File: src/rtl/program_memory_pkg.sv
// Shared types and constants for the instruction memory and boot loader.
// Latency: n/a (package only).
// Backpressure: n/a (package only).
package program_memory_pkg;

  // Loader FSM states
  typedef enum logic [1:0] {
    ST_IDLE  = 2'd0,
    ST_LOAD  = 2'd1,
    ST_DONE  = 2'd2,
    ST_ERROR = 2'd3
  } loader_state_t;

  // Default terminator and filler words, also used by the decoder and debug unit
  localparam logic [31:0] DEFAULT_HALT_WORD = 32'hFFFF_FFFF;
  localparam logic [31:0] DEFAULT_NOP_WORD  = 32'h0000_0000;

  // Number of stream bytes that make up one instruction word
  function automatic int bytes_per_word(input int nb_data);
    return nb_data / 8;
  endfunction

endpackage

File: src/rtl/byte_word_assembler.sv
// Packs a little-endian byte stream into NB_DATA-bit words.
// Latency: word is presented combinationally with its final byte (o_word_done same cycle).
// Backpressure: none internally; caller gates i_accept with its own valid/ready handshake.
module byte_word_assembler
  import program_memory_pkg::*;
#(
  parameter int NB_DATA = 32
) (
  input  logic               i_clock,
  input  logic               i_reset,
  input  logic               i_clear,
  input  logic               i_accept,
  input  logic [7:0]         i_byte,
  output logic [NB_DATA-1:0] o_word,
  output logic               o_word_done
);

  localparam int NB_BYTES = bytes_per_word(NB_DATA);
  localparam int NB_IDX   = (NB_BYTES > 1) ? $clog2(NB_BYTES) : 1;
  localparam logic [NB_IDX-1:0] LAST_IDX = NB_IDX'(NB_BYTES - 1);

  logic [NB_IDX-1:0]  byte_idx;
  logic [NB_DATA-1:0] asm_reg;

  // The final byte completes the word without first landing in the register
  assign o_word_done = i_accept && (byte_idx == LAST_IDX);

  // Present the completed word: top byte comes straight from the stream
  always_comb begin
    o_word = asm_reg;
    o_word[NB_DATA-1 -: 8] = i_byte;
  end

  // Byte index and assembly register; a restart drops any partial word
  always_ff @(posedge i_clock or posedge i_reset) begin
    if (i_reset) begin
      byte_idx <= '0;
      asm_reg  <= '0;
    end else if (i_clear || o_word_done) begin
      byte_idx <= '0;
      asm_reg  <= '0;
    end else if (i_accept) begin
      byte_idx <= byte_idx + 1'b1;
      for (int k = 0; k < NB_BYTES; k++) begin
        if (byte_idx == NB_IDX'(k)) begin
          asm_reg[8*k +: 8] <= i_byte;
        end
      end
    end
  end

endmodule

File: src/rtl/program_memory_loader.sv
// Instruction memory with a byte-stream boot loader and guarded combinational fetch port.
// Latency: written word readable the cycle after its final byte; fetch read is combinational.
// Backpressure: o_byte_ready high only while loading and no start pulse is present.
module program_memory_loader
  import program_memory_pkg::*;
#(
  parameter int                 NB_ADDR      = 32,
  parameter int                 NB_DATA      = 32,
  parameter int                 ROM_DEPTH    = 32,
  parameter int                 NB_WORD_ADDR = $clog2(ROM_DEPTH),
  parameter logic [NB_DATA-1:0] HALT_WORD    = NB_DATA'(DEFAULT_HALT_WORD),
  parameter logic [NB_DATA-1:0] NOP_WORD     = NB_DATA'(DEFAULT_NOP_WORD)
) (
  input  logic                    i_clock,
  input  logic                    i_reset,
  input  logic                    i_load_start,
  input  logic                    i_byte_valid,
  input  logic [7:0]              i_byte,
  output logic                    o_byte_ready,
  input  logic [NB_ADDR-1:0]      i_read_addr,
  output logic [NB_DATA-1:0]      o_data,
  output logic                    o_busy,
  output logic                    o_load_done,
  output logic                    o_overflow,
  output logic [NB_WORD_ADDR:0]   o_word_count
);

  localparam logic [NB_WORD_ADDR:0] DEPTH_CNT = (NB_WORD_ADDR+1)'(ROM_DEPTH);

  loader_state_t         state;
  logic [NB_WORD_ADDR:0] word_count;
  logic [NB_WORD_ADDR:0] next_count;
  logic [NB_DATA-1:0]    mem [ROM_DEPTH];
  logic                  byte_accept;
  logic                  word_done;
  logic [NB_DATA-1:0]    word;

  // A start pulse wins over a coincident byte
  assign o_byte_ready = (state == ST_LOAD) && !i_load_start;
  assign byte_accept  = i_byte_valid && o_byte_ready;
  assign next_count   = word_count + 1'b1;

  byte_word_assembler #(
    .NB_DATA (NB_DATA)
  ) u_assembler (
    .i_clock     (i_clock),
    .i_reset     (i_reset),
    .i_clear     (i_load_start),
    .i_accept    (byte_accept),
    .i_byte      (i_byte),
    .o_word      (word),
    .o_word_done (word_done)
  );

  // Loader FSM and write pointer; halt takes precedence over a full memory
  always_ff @(posedge i_clock or posedge i_reset) begin
    if (i_reset) begin
      state      <= ST_IDLE;
      word_count <= '0;
    end else if (i_load_start) begin
      state      <= ST_LOAD;
      word_count <= '0;
    end else if (word_done) begin
      word_count <= next_count;
      if (word == HALT_WORD) begin
        state <= ST_DONE;
      end else if (next_count == DEPTH_CNT) begin
        state <= ST_ERROR;
      end
    end
  end

  // Memory array is deliberately left unreset; word_count guards visibility
  always_ff @(posedge i_clock) begin
    if (word_done) begin
      mem[word_count[NB_WORD_ADDR-1:0]] <= word;
    end
  end

  // Fetch port: only words written by the current/last load are visible
  always_comb begin
    o_data = NOP_WORD;
    if ((i_read_addr < NB_ADDR'(word_count)) && (i_read_addr < NB_ADDR'(ROM_DEPTH))) begin
      o_data = mem[i_read_addr[NB_WORD_ADDR-1:0]];
    end
  end

  assign o_busy       = (state == ST_LOAD);
  assign o_load_done  = (state == ST_DONE);
  assign o_overflow   = (state == ST_ERROR);
  assign o_word_count = word_count;

endmodule

File: config.mk
export PLATFORM = sky130hd
export DESIGN_NAME = program_memory_loader
export DESIGN_NICKNAME = d
export VERILOG_FILES = /design/src/rtl/program_memory_pkg.sv /design/src/rtl/byte_word_assembler.sv /design/src/rtl/program_memory_loader.sv
export SDC_FILE = /design/constraint.sdc
export NUM_CORES = 1
export LEC_CHECK = 0
export BUFFER_PORTS_ARGS = -buffer_cell sky130_fd_sc_hd__buf_2
export CAP_MARGIN = 30
export CORE_UTILIZATION = 55
export CTS_CLUSTER_SIZE = 16
export DETAILED_ROUTE_END_ITERATION = 16
export HOLD_SLACK_MARGIN = 0.02
export PLACE_DENSITY = 0.74
export SLEW_MARGIN = 20
export SYNTH_ARGS = -nofsm -noshare
export SYNTH_HDL_FRONTEND = slang
export SYNTH_SLANG_ARGS = --single-unit
export TNS_END_PERCENT = 1
File: constraint.sdc
create_clock -name i_clock -period 3.1 [get_ports i_clock]
set_input_delay 0 -clock i_clock [delete_from_list [all_inputs] [get_ports i_clock]]
set_output_delay 0 -clock i_clock [all_outputs]
set_load 0.1 [all_outputs]
## After elaboration in Yosys (flattened, before gate mapping)

Memories as Yosys holds them, arrays and structs flattened.
Index checks and enable logic that the tools add are counted.

- Add/sub/neg operators: 2
- $lt $le $gt $ge: 2
- Eq/ne operators: 8
- Mux-type cells: 16
- Reduce and logical (&&, ||, !) cells: 17

Operator list:

| operator | count |
|---|---|
| 2-to-1 mux 24 bit | 2 |
| equality test 32 bit, second input constant | 1 |
| < comparator 32 x 6 -> 1 bit | 1 |
| < comparator 32 x 6 -> 1 bit, second input constant | 1 |
| 2-to-1 mux 32 bit | 1 |
| 2-to-1 mux 8 bit | 3 |
| 2-to-1 mux 2 bit | 6 |
| 2-to-1 mux 6 bit | 2 |
| nonzero test 2 bit | 5 |
| equality test 2 bit, second input constant | 4 |
| AND reduction 2 bit | 4 |
| adder 6 x 1 -> 6 bit, second input constant | 1 |
| equality test 6 bit, second input constant | 1 |
| equality test 2 x 1 -> 1 bit, second input constant | 2 |
| logical AND 1 bit | 4 |
| nonzero test 3 bit | 1 |
| adder 2 x 1 -> 2 bit, second input constant | 1 |
| logical NOT 2 bit | 1 |
| 2-to-1 mux 1 bit | 2 |
| logical NOT 1 bit | 1 |
| logical OR 1 bit | 1 |

- Bits in registers: 34
- RAM bits: 1024
- Input bits: 44
- Output and inout bits: 42
- Memories: 1

Memory list:

| name | words | width | rd ports | clocked after Yosys merged registers in | write ports | RTL line | RTL |
|---|---|---|---|---|---|---|---|
| mem | 32 | 32 | 1 | 0 | 1 | program_memory_loader.sv:33 | `logic [NB_DATA-1:0] mem [ROM_DEPTH];` |

## Depth between registers and ports, before layout

- Depth after elaboration: 7
- Mapped depth: 8

## By module

A second synthesis with hierarchy kept.

- Cell total of the unflattened synthesis: 1859
- Area total of the unflattened synthesis: 40767.8 µm²

Modules (own cells, without submodules):

| module | instances | cells an instance | area an instance (µm²) |
|---|---|---|---|
| program_memory_loader | 1 | 1710 | 39256.4 |
| byte_word_assembler | 1 | 149 | 1511.4 |

## Worst setup path before layout

OpenSTA, ideal clock, no wires.

- Path type: reg-to-output
- From: register word_count[2], in the netlist o_word_count[2]
- To: output o_data[30]
- Data arrival time: 3659 ps
- Required time: 3100 ps
- Slack: -559 ps
- Cell stages (with the launch flop): 8
- Buffers on the path: 0
- Cells stage by stage: dfrtp_1 -> clkinv_1 -> ha_1 -> o21a_1 -> o31ai_2 -> a21oi_1 -> nor3_4 -> nor2b_1

- Word-level cells in the longest chain between the ends: 3

RTL lines:

| element | RTL line | RTL |
|---|---|---|
| start: declaration | program_memory_loader.sv:31 | `logic [NB_WORD_ADDR:0] word_count;` |
| start signal: assignment | program_memory_loader.sv:64 | `word_count <= next_count;` |
| < comparator 32 x 6 -> 1 bit | program_memory_loader.sv:83 | `if ((i_read_addr < NB_ADDR'(word_count)) && (i_read_addr < NB_ADDR'(ROM_DEPTH))) begin` |
| logical AND 1 bit | program_memory_loader.sv:83 |  |
| 2-to-1 mux 32 bit | program_memory_loader.sv:83 |  |
| end: declaration | program_memory_loader.sv:21 | `output logic [NB_DATA-1:0] o_data,` |

Every way passes these cells.

## Worst setup path after layout

- From: register word_count[3], in the netlist o_word_count[3]
- To: output o_data[30]

The elaborated chain is that of the path after synthesis.

==> run summary <==
P_sw: 6.012 mW
Seq pwr share: 54.8%
met2 Usage GRT: 44.84%
critical path's slowest cell: dfrtp_2
vias per cell: 6.603
skew final: 0.02752 ns
Post-layout nets: 2122
initial core utilization: 55.92%
first-pass GRT wire length: 145000 um
post-route ant nets: 0
area occupied by multi-input gates: 8332 um^2
Seq/Total Area, Yosys: 78.52%
CP required: 3.10 ns
Area Overhead vs Synth: 16.42%
crit-path max cell delay: 0.48 ns
share of cells above drive strength 1: 31.28%
Setup TNS: 0 ns
Worst setup SP type: flop
clock sink count: 1058
maximum clock rate: 334.5 MHz
combinational share of power: 4.8%
RSZ-0062 raised after global routing: false
Detailed Route WL: 99330 um
Tightest Pin Transition: 0.6918 ns
drt drc: 0
vias post-DR: 20420
power density cells: 617.6 nW/um^2
most frequent cells in the layout: 1024 x edfxtp_1, 256 x mux4_2, 124 x o22ai_1
Max-Cap Viols: 0
Slew HR: 53.46%
Critical Path, Cell by Cell: inv_2 -> ha_1 -> o2111ai_1 -> a21oi_1 -> nor3_4 -> buf_6 -> nor2b_2 -> buf_12
top_reg_cell synth: edfxtp_1
gr busiest metal: met2
CTS tree: yes
Leakage: 15.00 nW
Hold Violations, Final: 0
power consumption: 28.94 mW
Detail Placement HPWL: 56640 um
die area: 74260 um^2
worst-path maximum fanout: 15
post-route clock period utilization: 96.45%
Synth Register Bits: 1058
Mapped Nets: 1867
largest net degree at the start of global routing: 65
post-route minimum period: 2.990 ns
fill cell count: 4472
clock root buffer: clkbuf_16
Final Max Tran Viols: 0
top-area cell type share of the netlist area: 76.40%
switch share: 20.78%
H-tree Lvls: 3
die extent in x: 272.5 um
commonest non-fill, non-tap cell in the layout: edfxtp_1
final setup violation count: 0
CP Capture Type: output pin
drt initial violations: 2728
total global routing overflow: 0
Post-synth EDFFs: 1024
status: complete, no violations
Total Routing Usage GR: 27.53%
antenna cells: 0
Vert. Die Dim: 272.5 um
clk_lat worst skew: 0.67 ns
sequential cell area: 31600 um^2
Post-Syn Area: 40250 um^2
Arrival @ worst endpoint: 2.99 ns
met3 Use GR: 4.991%
Async S/R FF share, synth: 3.214%
cts bufs inserted: 102
Placed Cells: 2896
initial antenna violation count: 1
GR met1 Demand/Resource: 37.87%
Netlist cell types: 40
vias in the first global route: 20980
worst vdd ir: 0.4886 mV
Syn Area/Cell: 22.24 um^2
max FFs per register: 1024
critical path type: reg2out
GP Congestion: 0.8639
Worst Hold Class: in2reg
Finished Layout Cells: 3092
leading area contributor after synthesis: edfxtp_1
Internal Power: 22.92 mW
Core ar.: 71980 um^2
top cells by area, synth: edfxtp_1 76%, mux4_2 14%, dfrtp_1 2.1%
cell row count: 98
Synth Warn #: 0
drt first pass iters: 8
Reg clk slew, reported paths: 0.07 ns
IO buf count: 85
worst hold margin: 0.3083 ns
wire per inst: 32.12 um
num ports: 86
Post-Syn Instances: 1810
Max Buffers Root-to-Sink: 3
Clk network pwr share: 40.4%
-- per-layer routing --
layer  routed length [um]  up-vias
met5                    0        -
met4                 3552        0
met3                10120      192
met2                49570     1271
met1                36080    10750
li1                     -     8208
-- final timing paths --
check | start | slack (ns) | to | depth (start not counted)
worst max-delay path | o_word_count[3] | 0.11 | o_data[30] | 8
worst min-delay path | i_load_start | 0.31 | u_assembler.byte_idx[0] | 3
worst max register to register | u_assembler.asm_reg[22] | 0.18 | state[1] | 8
worst min register to register | state[0] | 0.55 | state[0] | 1
max in group asynchronous | i_reset | 2.14 | o_word_count[5] | 5
min in group asynchronous | i_reset | 0.62 | u_assembler.byte_idx[1] | 5
-- synthesized netlist by cell type, drive strengths merged, types with 4 or more instances --
cell / n
inv: 10
o22ai: 124
nand3: 9
xnor2: 5
nor3: 4
edfxtp: 1024
ha: 13
dfrtp: 34
clkbuf: 32
nor4: 41
nor2: 46
nand2: 46
buf: 61
mux4: 256
nand4: 11
nor2b: 4
a31oi: 4
a21oi: 6
o21ai: 24
and2: 32
-- metrics by stage --
step           cell area, um^2  worst slack, ns  utilization (%)
2_1_floorplan            40250          -0.2014                -
3_3_place_gp             43580           0.5654            60.55
3_5_place_dp             43580           0.5565            60.55
4_1_cts                  46840         0.001293            65.08
5_1_grt                  46850          0.02975            65.10
6_report                 46850           0.1102            65.10
-- cells by family (layout without fill, tap and decap cells) --
group	count (synthesis)	in the layout	synth area share [%]
fa+ha+maj	13	13	0.4042
xor+xnor	5	5	0.1088
mux	259	259	14.40
buf+inv	104	436	1.418
simple gates	206	206	2.643
compound gates	165	165	2.509
flops	1058	1058	78.52
-- cell type report --
class | count | share of cell area, %
flip-flops and latches | 1058 | 67.45
multi-input cells | 648 | 17.78
inverters | 11 | 0.09613
clock buffers | 133 | 5.805
well taps | 950 | 2.537
repair buffers | 244 | 5.509
clock inverters | 48 | 0.8198
-- critical path, delay by kind of cell (launching register included) --
| kind | cells | cell delay [ns] |
|---|---|---|
| buffers and inverters | 3 | 0.60 |
| and+or+nand+nor | 2 | 0.51 |
| DFF | 1 | 0.48 |
| AOI/OAI and AO/OA | 2 | 0.46 |
| adders and majority gates | 1 | 0.26 |
-- power by group through the flow --
| stage | clock network [mW] | logic, mW | registers (mW) |
|---|---|---|---|
| 3_5_place_dp | 0 | 1.37 | 16.2 |
| 3_3_place_gp | 0 | 1.33 | 16.2 |
| 5_1_grt | 12.3 | 1.47 | 15.9 |
| 4_1_cts | 11.8 | 1.39 | 15.9 |
| 6_report | 11.7 | 1.39 | 15.9 |
| 2_1_floorplan | 0 | 0.664 | 16.3 |
-- what timing repair did --
action | CTS | global route
setup buffers | 0 | 0
endpoints found under the setup margin | 32 | 32
hold buffers | 15 | 0
hold endpoints to repair | 324 | 0
gates resized for setup | 3 | 5
No activity file was read; power rests on OpenSTA's default activity.
